--- src/rtl/lock_code_sender.sv ---
// rtl/lock_code_sender.sv - serial code-entry driver for the combination lock
// Per attempt: arm strobe, WIDTH MSB-first bit strobes, then SETTLE cycles watching unlocked.
module lock_code_sender #(
  parameter int WIDTH  = 6,
  parameter int GAP    = 2,
  parameter int SETTLE = 3
) (
  input  logic             hz100,
  input  logic             reset,
  input  logic             start,
  input  logic             sweep,
  input  logic [WIDTH-1:0] code,
  input  logic             unlocked,
  output logic             arm_stb,
  output logic             bit_stb,
  output logic             bit_val,
  output logic             busy,
  output logic             done,
  output logic             found,
  output logic [WIDTH-1:0] found_code,
  output logic [WIDTH:0]   attempts
);

  localparam logic [1:0] ST_IDLE = 2'd0;
  localparam logic [1:0] ST_ARM  = 2'd1;
  localparam logic [1:0] ST_SEND = 2'd2;
  localparam logic [1:0] ST_WAIT = 2'd3;

  localparam int CNT_MAX = (GAP > SETTLE) ? GAP : SETTLE;
  localparam int CW      = $clog2(CNT_MAX + 1);
  localparam int BW      = $clog2(WIDTH + 1);

  localparam logic [CW-1:0] GAP_C    = CW'(GAP);
  localparam logic [CW-1:0] SETTLE_C = CW'(SETTLE - 1);
  localparam logic [BW-1:0] LAST_BIT = BW'(WIDTH - 1);

  if (GAP < 1) begin : g_bad_gap
    $error("lock_code_sender: GAP must be at least 1");
  end

  logic [1:0]       state_q, state_d;
  logic [CW-1:0]    cnt_q, cnt_d;
  logic [BW-1:0]    bit_cnt_q, bit_cnt_d;
  logic [WIDTH-1:0] cur_q, cur_d;
  logic [WIDTH-1:0] sh_q, sh_d;
  logic             sweep_q, sweep_d;
  logic             arm_stb_q, arm_stb_d;
  logic             bit_stb_q, bit_stb_d;
  logic             bit_val_q, bit_val_d;
  logic             busy_q, busy_d;
  logic             done_q, done_d;
  logic             found_q, found_d;
  logic [WIDTH-1:0] found_code_q, found_code_d;
  logic [WIDTH:0]   attempts_q, attempts_d;

  // cnt_q counts the idle cycles left in the current strobe slot (or WAIT window)
  always_comb begin
    state_d      = state_q;
    cnt_d        = cnt_q;
    bit_cnt_d    = bit_cnt_q;
    cur_d        = cur_q;
    sh_d         = sh_q;
    sweep_d      = sweep_q;
    arm_stb_d    = 1'b0;
    bit_stb_d    = 1'b0;
    bit_val_d    = 1'b0;
    busy_d       = busy_q;
    done_d       = 1'b0;
    found_d      = found_q;
    found_code_d = found_code_q;
    attempts_d   = attempts_q;

    case (state_q)
      ST_IDLE: begin
        if (start) begin
          state_d      = ST_ARM;
          cnt_d        = GAP_C;
          arm_stb_d    = 1'b1;
          busy_d       = 1'b1;
          sweep_d      = sweep;
          cur_d        = sweep ? '0 : code;
          found_d      = 1'b0;
          found_code_d = '0;
          attempts_d   = '0;
        end
      end
      ST_ARM: begin
        if (cnt_q == '0) begin
          state_d   = ST_SEND;
          cnt_d     = GAP_C;
          bit_cnt_d = '0;
          bit_stb_d = 1'b1;
          bit_val_d = cur_q[WIDTH-1];
          sh_d      = cur_q << 1;
        end else begin
          cnt_d = cnt_q - CW'(1);
        end
      end
      ST_SEND: begin
        if (cnt_q != '0) begin
          cnt_d = cnt_q - CW'(1);
        end else if (bit_cnt_q == LAST_BIT) begin
          state_d = ST_WAIT;
          cnt_d   = SETTLE_C;
        end else begin
          bit_cnt_d = bit_cnt_q + BW'(1);
          cnt_d     = GAP_C;
          bit_stb_d = 1'b1;
          bit_val_d = sh_q[WIDTH-1];
          sh_d      = sh_q << 1;
        end
      end
      default: begin
        if (unlocked) begin
          found_d      = 1'b1;
          found_code_d = cur_q;
        end
        if (cnt_q != '0) begin
          cnt_d = cnt_q - CW'(1);
        end else begin
          attempts_d = attempts_q + (WIDTH+1)'(1);
          // the sweep stops at all ones, so cur_q never wraps
          if (!sweep_q || found_d || (&cur_q)) begin
            state_d = ST_IDLE;
            done_d  = 1'b1;
            busy_d  = 1'b0;
          end else begin
            state_d   = ST_ARM;
            cnt_d     = GAP_C;
            cur_d     = cur_q + WIDTH'(1);
            arm_stb_d = 1'b1;
          end
        end
      end
    endcase
  end

  always_ff @(posedge hz100) begin
    if (reset) begin
      state_q      <= ST_IDLE;
      cnt_q        <= '0;
      bit_cnt_q    <= '0;
      cur_q        <= '0;
      sh_q         <= '0;
      sweep_q      <= 1'b0;
      arm_stb_q    <= 1'b0;
      bit_stb_q    <= 1'b0;
      bit_val_q    <= 1'b0;
      busy_q       <= 1'b0;
      done_q       <= 1'b0;
      found_q      <= 1'b0;
      found_code_q <= '0;
      attempts_q   <= '0;
    end else begin
      state_q      <= state_d;
      cnt_q        <= cnt_d;
      bit_cnt_q    <= bit_cnt_d;
      cur_q        <= cur_d;
      sh_q         <= sh_d;
      sweep_q      <= sweep_d;
      arm_stb_q    <= arm_stb_d;
      bit_stb_q    <= bit_stb_d;
      bit_val_q    <= bit_val_d;
      busy_q       <= busy_d;
      done_q       <= done_d;
      found_q      <= found_d;
      found_code_q <= found_code_d;
      attempts_q   <= attempts_d;
    end
  end

  assign arm_stb    = arm_stb_q;
  assign bit_stb    = bit_stb_q;
  assign bit_val    = bit_val_q;
  assign busy       = busy_q;
  assign done       = done_q;
  assign found      = found_q;
  assign found_code = found_code_q;
  assign attempts   = attempts_q;

endmodule
--- config.mk ---
export PLATFORM = sky130hd
export DESIGN_NAME = lock_code_sender
export DESIGN_NICKNAME = d
export VERILOG_FILES = /design/src/rtl/lock_code_sender.sv
export SDC_FILE = /design/constraint.sdc
export NUM_CORES = 1
export LEC_CHECK = 0
export CAP_MARGIN = 10
export CORE_ASPECT_RATIO = 1.25
export CORE_MARGIN = 4
export CORE_UTILIZATION = 53
export DETAILED_ROUTE_END_ITERATION = 8
export PLACE_DENSITY = 0.75
export SYNTH_ARGS = -nofsm -noshare
export SYNTH_HDL_FRONTEND = slang
export SYNTH_SLANG_ARGS = --single-unit
--- constraint.sdc ---
create_clock -name hz100 -period 2.55 [get_ports hz100]
set_clock_uncertainty 0.05 [all_clocks]
set_input_delay 0.3825 -clock hz100 [delete_from_list [all_inputs] [get_ports hz100]]
set_output_delay 0.3825 -clock hz100 [all_outputs]
set_load 0.01 [all_outputs]
==> results.json, run 1 <==
{
  "status": "complete, no violations",
  "clock_sinks": 38,
  "hp-start": "sweep_q",
  "finalHoldViolations": 0,
  "portBuffers": 29,
  "dieHeight_um": 75.2,
  "dieArea_sq_um": 4640,
  "path_max_fanout": 16,
  "grt-busiest-layer": "met2",
  "drc": 0,
  "met3_usage_pct": 5.83,
  "cts-resized-gates": 0,
  "drive_above_1_share_pct": 8.37,
  "final_cells": 290,
  "die_w_um": 61.7,
  "grt_first_pass_wirelength_mm": 7.22,
  "rr_worst_depth": 6,
  "gp_congestion": 0.876,
  "ios": 30,
  "min_to": "sweep_q",
  "ff2ff_setup_slack_ps": 250,
  "syn_nets": 238,
  "synth_top_area_cell": "dfxtp_1",
  "fin_ws_ps": 253,
  "use_met1_pct": 26.8,
  "ys_ff_latch": 38,
  "hold_buffers": 0,
  "rows": 24,
  "setup-violations-final": 0,
  "relSlewSlack_pct": 56.1,
  "synth_area_sq_um": 1910,
  "antennaDiodeCount": 0,
  "powerDensity_nw_per_um2": 1080,
  "arrival_ps": 2440,
  "grt_pass1_vias": 1589,
  "synthArstFlopShare_pct": 0,
  "antenna_found_initial": 0,
  "power.switching_mw": 0.988,
  "cts_tree": "done",
  "total_power_mw": 2.59,
  "critPathKind": "reg2reg",
  "clkPwrFrac_pct": 24.4,
  "dp_cells": 282,
  "reg2reg_from": "state_q[0]",
  "routed_wl_mm": 4.27,
  "antenna_left": 0,
  "grt_max_degree": 25,
  "holdPathStages": 2,
  "area_growth_pct": 25.5,
  "seqPwrFrac_pct": 33.3,
  "cts_made_buffers": 5,
  "critical_path.endpoint_type": "flip-flop",
  "required_ps": 2690,
  "vdd_drop_max_v": 0.000746,
  "vias_per_cell": 5.96,
  "grt.overflow.total": 0,
  "fmax_ghz": 0.435,
  "synthCells": 217,
  "synth_area_leaders": "dfxtp_1 40%, ha_1 6.5%, nor2_1 4.9%",
  "h-tree-depth": 2,
  "cts.clk_slew.worst_paths_ps": 70,
  "worst_pin_slew_ps": 653,
  "pre_cts_slack_ps": 264,
  "nNetsFinal": 271,
  "cts_setup_buffers": 0,
  "leakage_nw": 0.896,
  "pwr-share-comb_pct": 42.3,
  "synth_edf_count": 0,
  "drt_iter0_drc": 111,
  "switching_share_pct": 38.2,
  "rsz0062_at_grt": "no",
  "setup_tns_ps": 0,
  "fin_crit_ps": 2300,
  "start_kind": "flip-flop",
  "cts-root-buf": "clkbuf_8",
  "grtUsageMet2_pct": 32.4,
  "finalCritPeriodShare_pct": 90.1,
  "ys_warn_count": 0,
  "crit_path_start": "state_q[0]",
  "hp-class": "reg2reg",
  "cell_internal_pwr_mw": 1.60,
  "yosysUniqueCellTypes": 48,
  "synth_seq_area_share_pct": 39.8,
  "first_pass_iters": 4,
  "syn_area_per_cell_sq_um": 8.82,
  "core-area_sq_um": 3480,
  "globalRouteTotalUtil_pct": 20.8,
  "dp_hpwl_mm": 3.05,
  "clock_path_buffers": 2,
  "vias": 1729,
  "drv_slew": 0,
  "clk_latency_ps": 300,
  "maxCapViolCount": 0,
  "ys.flop_type": "dfxtp_1",
  "r2r_end": "cur_q[5]",
  "wl_per_cell_um": 14.7,
  "synth_top_area_share_pct": 39.8,
  "start_util_pct": 54.9
}
per-stage QoR:
stage | hold slack (ps) | cell area, sq um | utilization, %
3_5_place_dp | 394 | 2260 | 64.8
5_1_grt | 425 | 2400 | 68.9
2_1_floorplan | 382 | 1910 | -
4_1_cts | 405 | 2400 | 68.9
3_3_place_gp | 392 | 2260 | 64.8
6_report | 401 | 2400 | 68.9
power by group through the flow:
stage	logic (mW)	registers (mW)	clock network, mW
detailed placement	1.09	0.875	0
global route	1.23	0.886	0.673
global placement	1.07	0.873	0
CTS	1.09	0.863	0.649
floorplan	0.808	0.845	0
finish	1.09	0.863	0.632
sequential cells by signal (all words and copies together), names as in the netlist:
| register | cells |
|---|---|
| attempts | 7 |
| bit_stb | 1 |
| found | 1 |
| bit_cnt_q | 3 |
| found_code | 6 |
| state_q | 2 |
| sh_q | 5 |
| cnt_q | 2 |
| done | 1 |
| bit_val | 1 |
| sweep_q | 1 |
| cur_q | 6 |
| arm_stb | 1 |
| busy | 1 |
layout make-up:
type | count | area, sq um
Clock buffer | 6 | 82.6
Tap cell | 39 | 48.8
Inverter | 11 | 41.3
Clock inverter | 2 | 60.1
Timing Repair Buffer | 36 | 343
Fill cell | 292 | 1080
Sequential cell | 38 | 761
Multi-Input combinational cell | 158 | 1060
cell families (layout without fill, tap and decap cells):
family / count (synthesis) / count (layout) / share of synthesized area, %
AND/OR/NAND/NOR: 71 / 71 / 19.2
XOR/XNOR: 6 / 6 / 2.75
adder cells (fa/ha/maj): 10 / 10 / 6.54
multiplexers: 5 / 5 / 2.62
flip-flops: 38 / 38 / 39.8
AO/OA/AOI/OAI: 66 / 66 / 24.6
buffers and inverters: 21 / 55 / 4.58
cells in the mapped netlist (2+ instances only):
library cell,instances
dfxtp_1,38
nor2_1,25
a21oi_1,16
inv_1,11
ha_1,10
nand2_1,10
nand3_1,10
clkbuf_1,8
a22o_1,7
a211oi_1,5
a22oi_1,5
mux2i_1,5
nor3_1,5
o21ai_0,5
xnor2_1,5
a31oi_1,4
nand2b_1,4
o211ai_1,4
nor4b_1,3
o31ai_1,3
a311oi_1,2
a41o_1,2
nand3b_1,2
nor2b_1,2
o21ai_1,2
or3_1,2
critical path, cell delays in order (launching register included):
cell and delay [ps]:
dfxtp_1 390, inv_1 80, ha_1 380, or3b_4 470, a311o_1 380, a22o_1 250
a32o_1 200
worst max-delay path by stage:
stage | endpoint | slack, ps | cells past startpoint
after floorplan | cur_q[5] | 370 | 7
after global placement | cur_q[5] | 280 | 5
after detailed placement | cur_q[5] | 260 | 5
after CTS | cur_q[5] | 260 | 6
after global routing | attempts[6] | 150 | 7
final | cur_q[5] | 250 | 6
cell usage in the layout, fill, tap and decap left out, types with 2 or more instances in the layout:
| cell | n |
|---|---|
| nand2b_1 | 4 |
| o21ai_0 | 5 |
| xnor2_1 | 5 |
| nand3b_1 | 2 |
| clkdlybuf4s50_1 | 29 |
| a211oi_1 | 5 |
| a22oi_1 | 5 |
| o31ai_1 | 3 |
| nor3_1 | 5 |
| nor2b_1 | 2 |
| nor2_1 | 25 |
| a41o_1 | 2 |
| nand3_1 | 10 |
| nor4b_1 | 3 |
| buf_4 | 7 |
| bufinv_16 | 2 |
| clkbuf_8 | 6 |
| a22o_1 | 7 |
| a21oi_1 | 16 |
| o211ai_1 | 4 |
| nand2_1 | 10 |
| ha_1 | 10 |
| dfxtp_1 | 38 |
| a311oi_1 | 2 |
| mux2i_1 | 5 |
| o21ai_1 | 2 |
| or3_1 | 2 |
| inv_1 | 11 |
| a31oi_1 | 4 |
routing by layer:
metal	vias up	share of wire [%]
met5	-	0
met4	0	2.3
met3	10	5.5
met2	55	48
met1	793	44
li1	871	-
Power figures use the tool's default switching activity.
==> run 2, diff against run 1 <==
--- a/config.mk
+++ b/config.mk
@@ -14,3 +14,4 @@
 export SYNTH_ARGS = -nofsm -noshare
 export SYNTH_HDL_FRONTEND = slang
 export SYNTH_SLANG_ARGS = --single-unit
+export TNS_END_PERCENT = 5
==> results of run 2 <==
No change in the layout: final DEF, timing and power equal those of run 1.
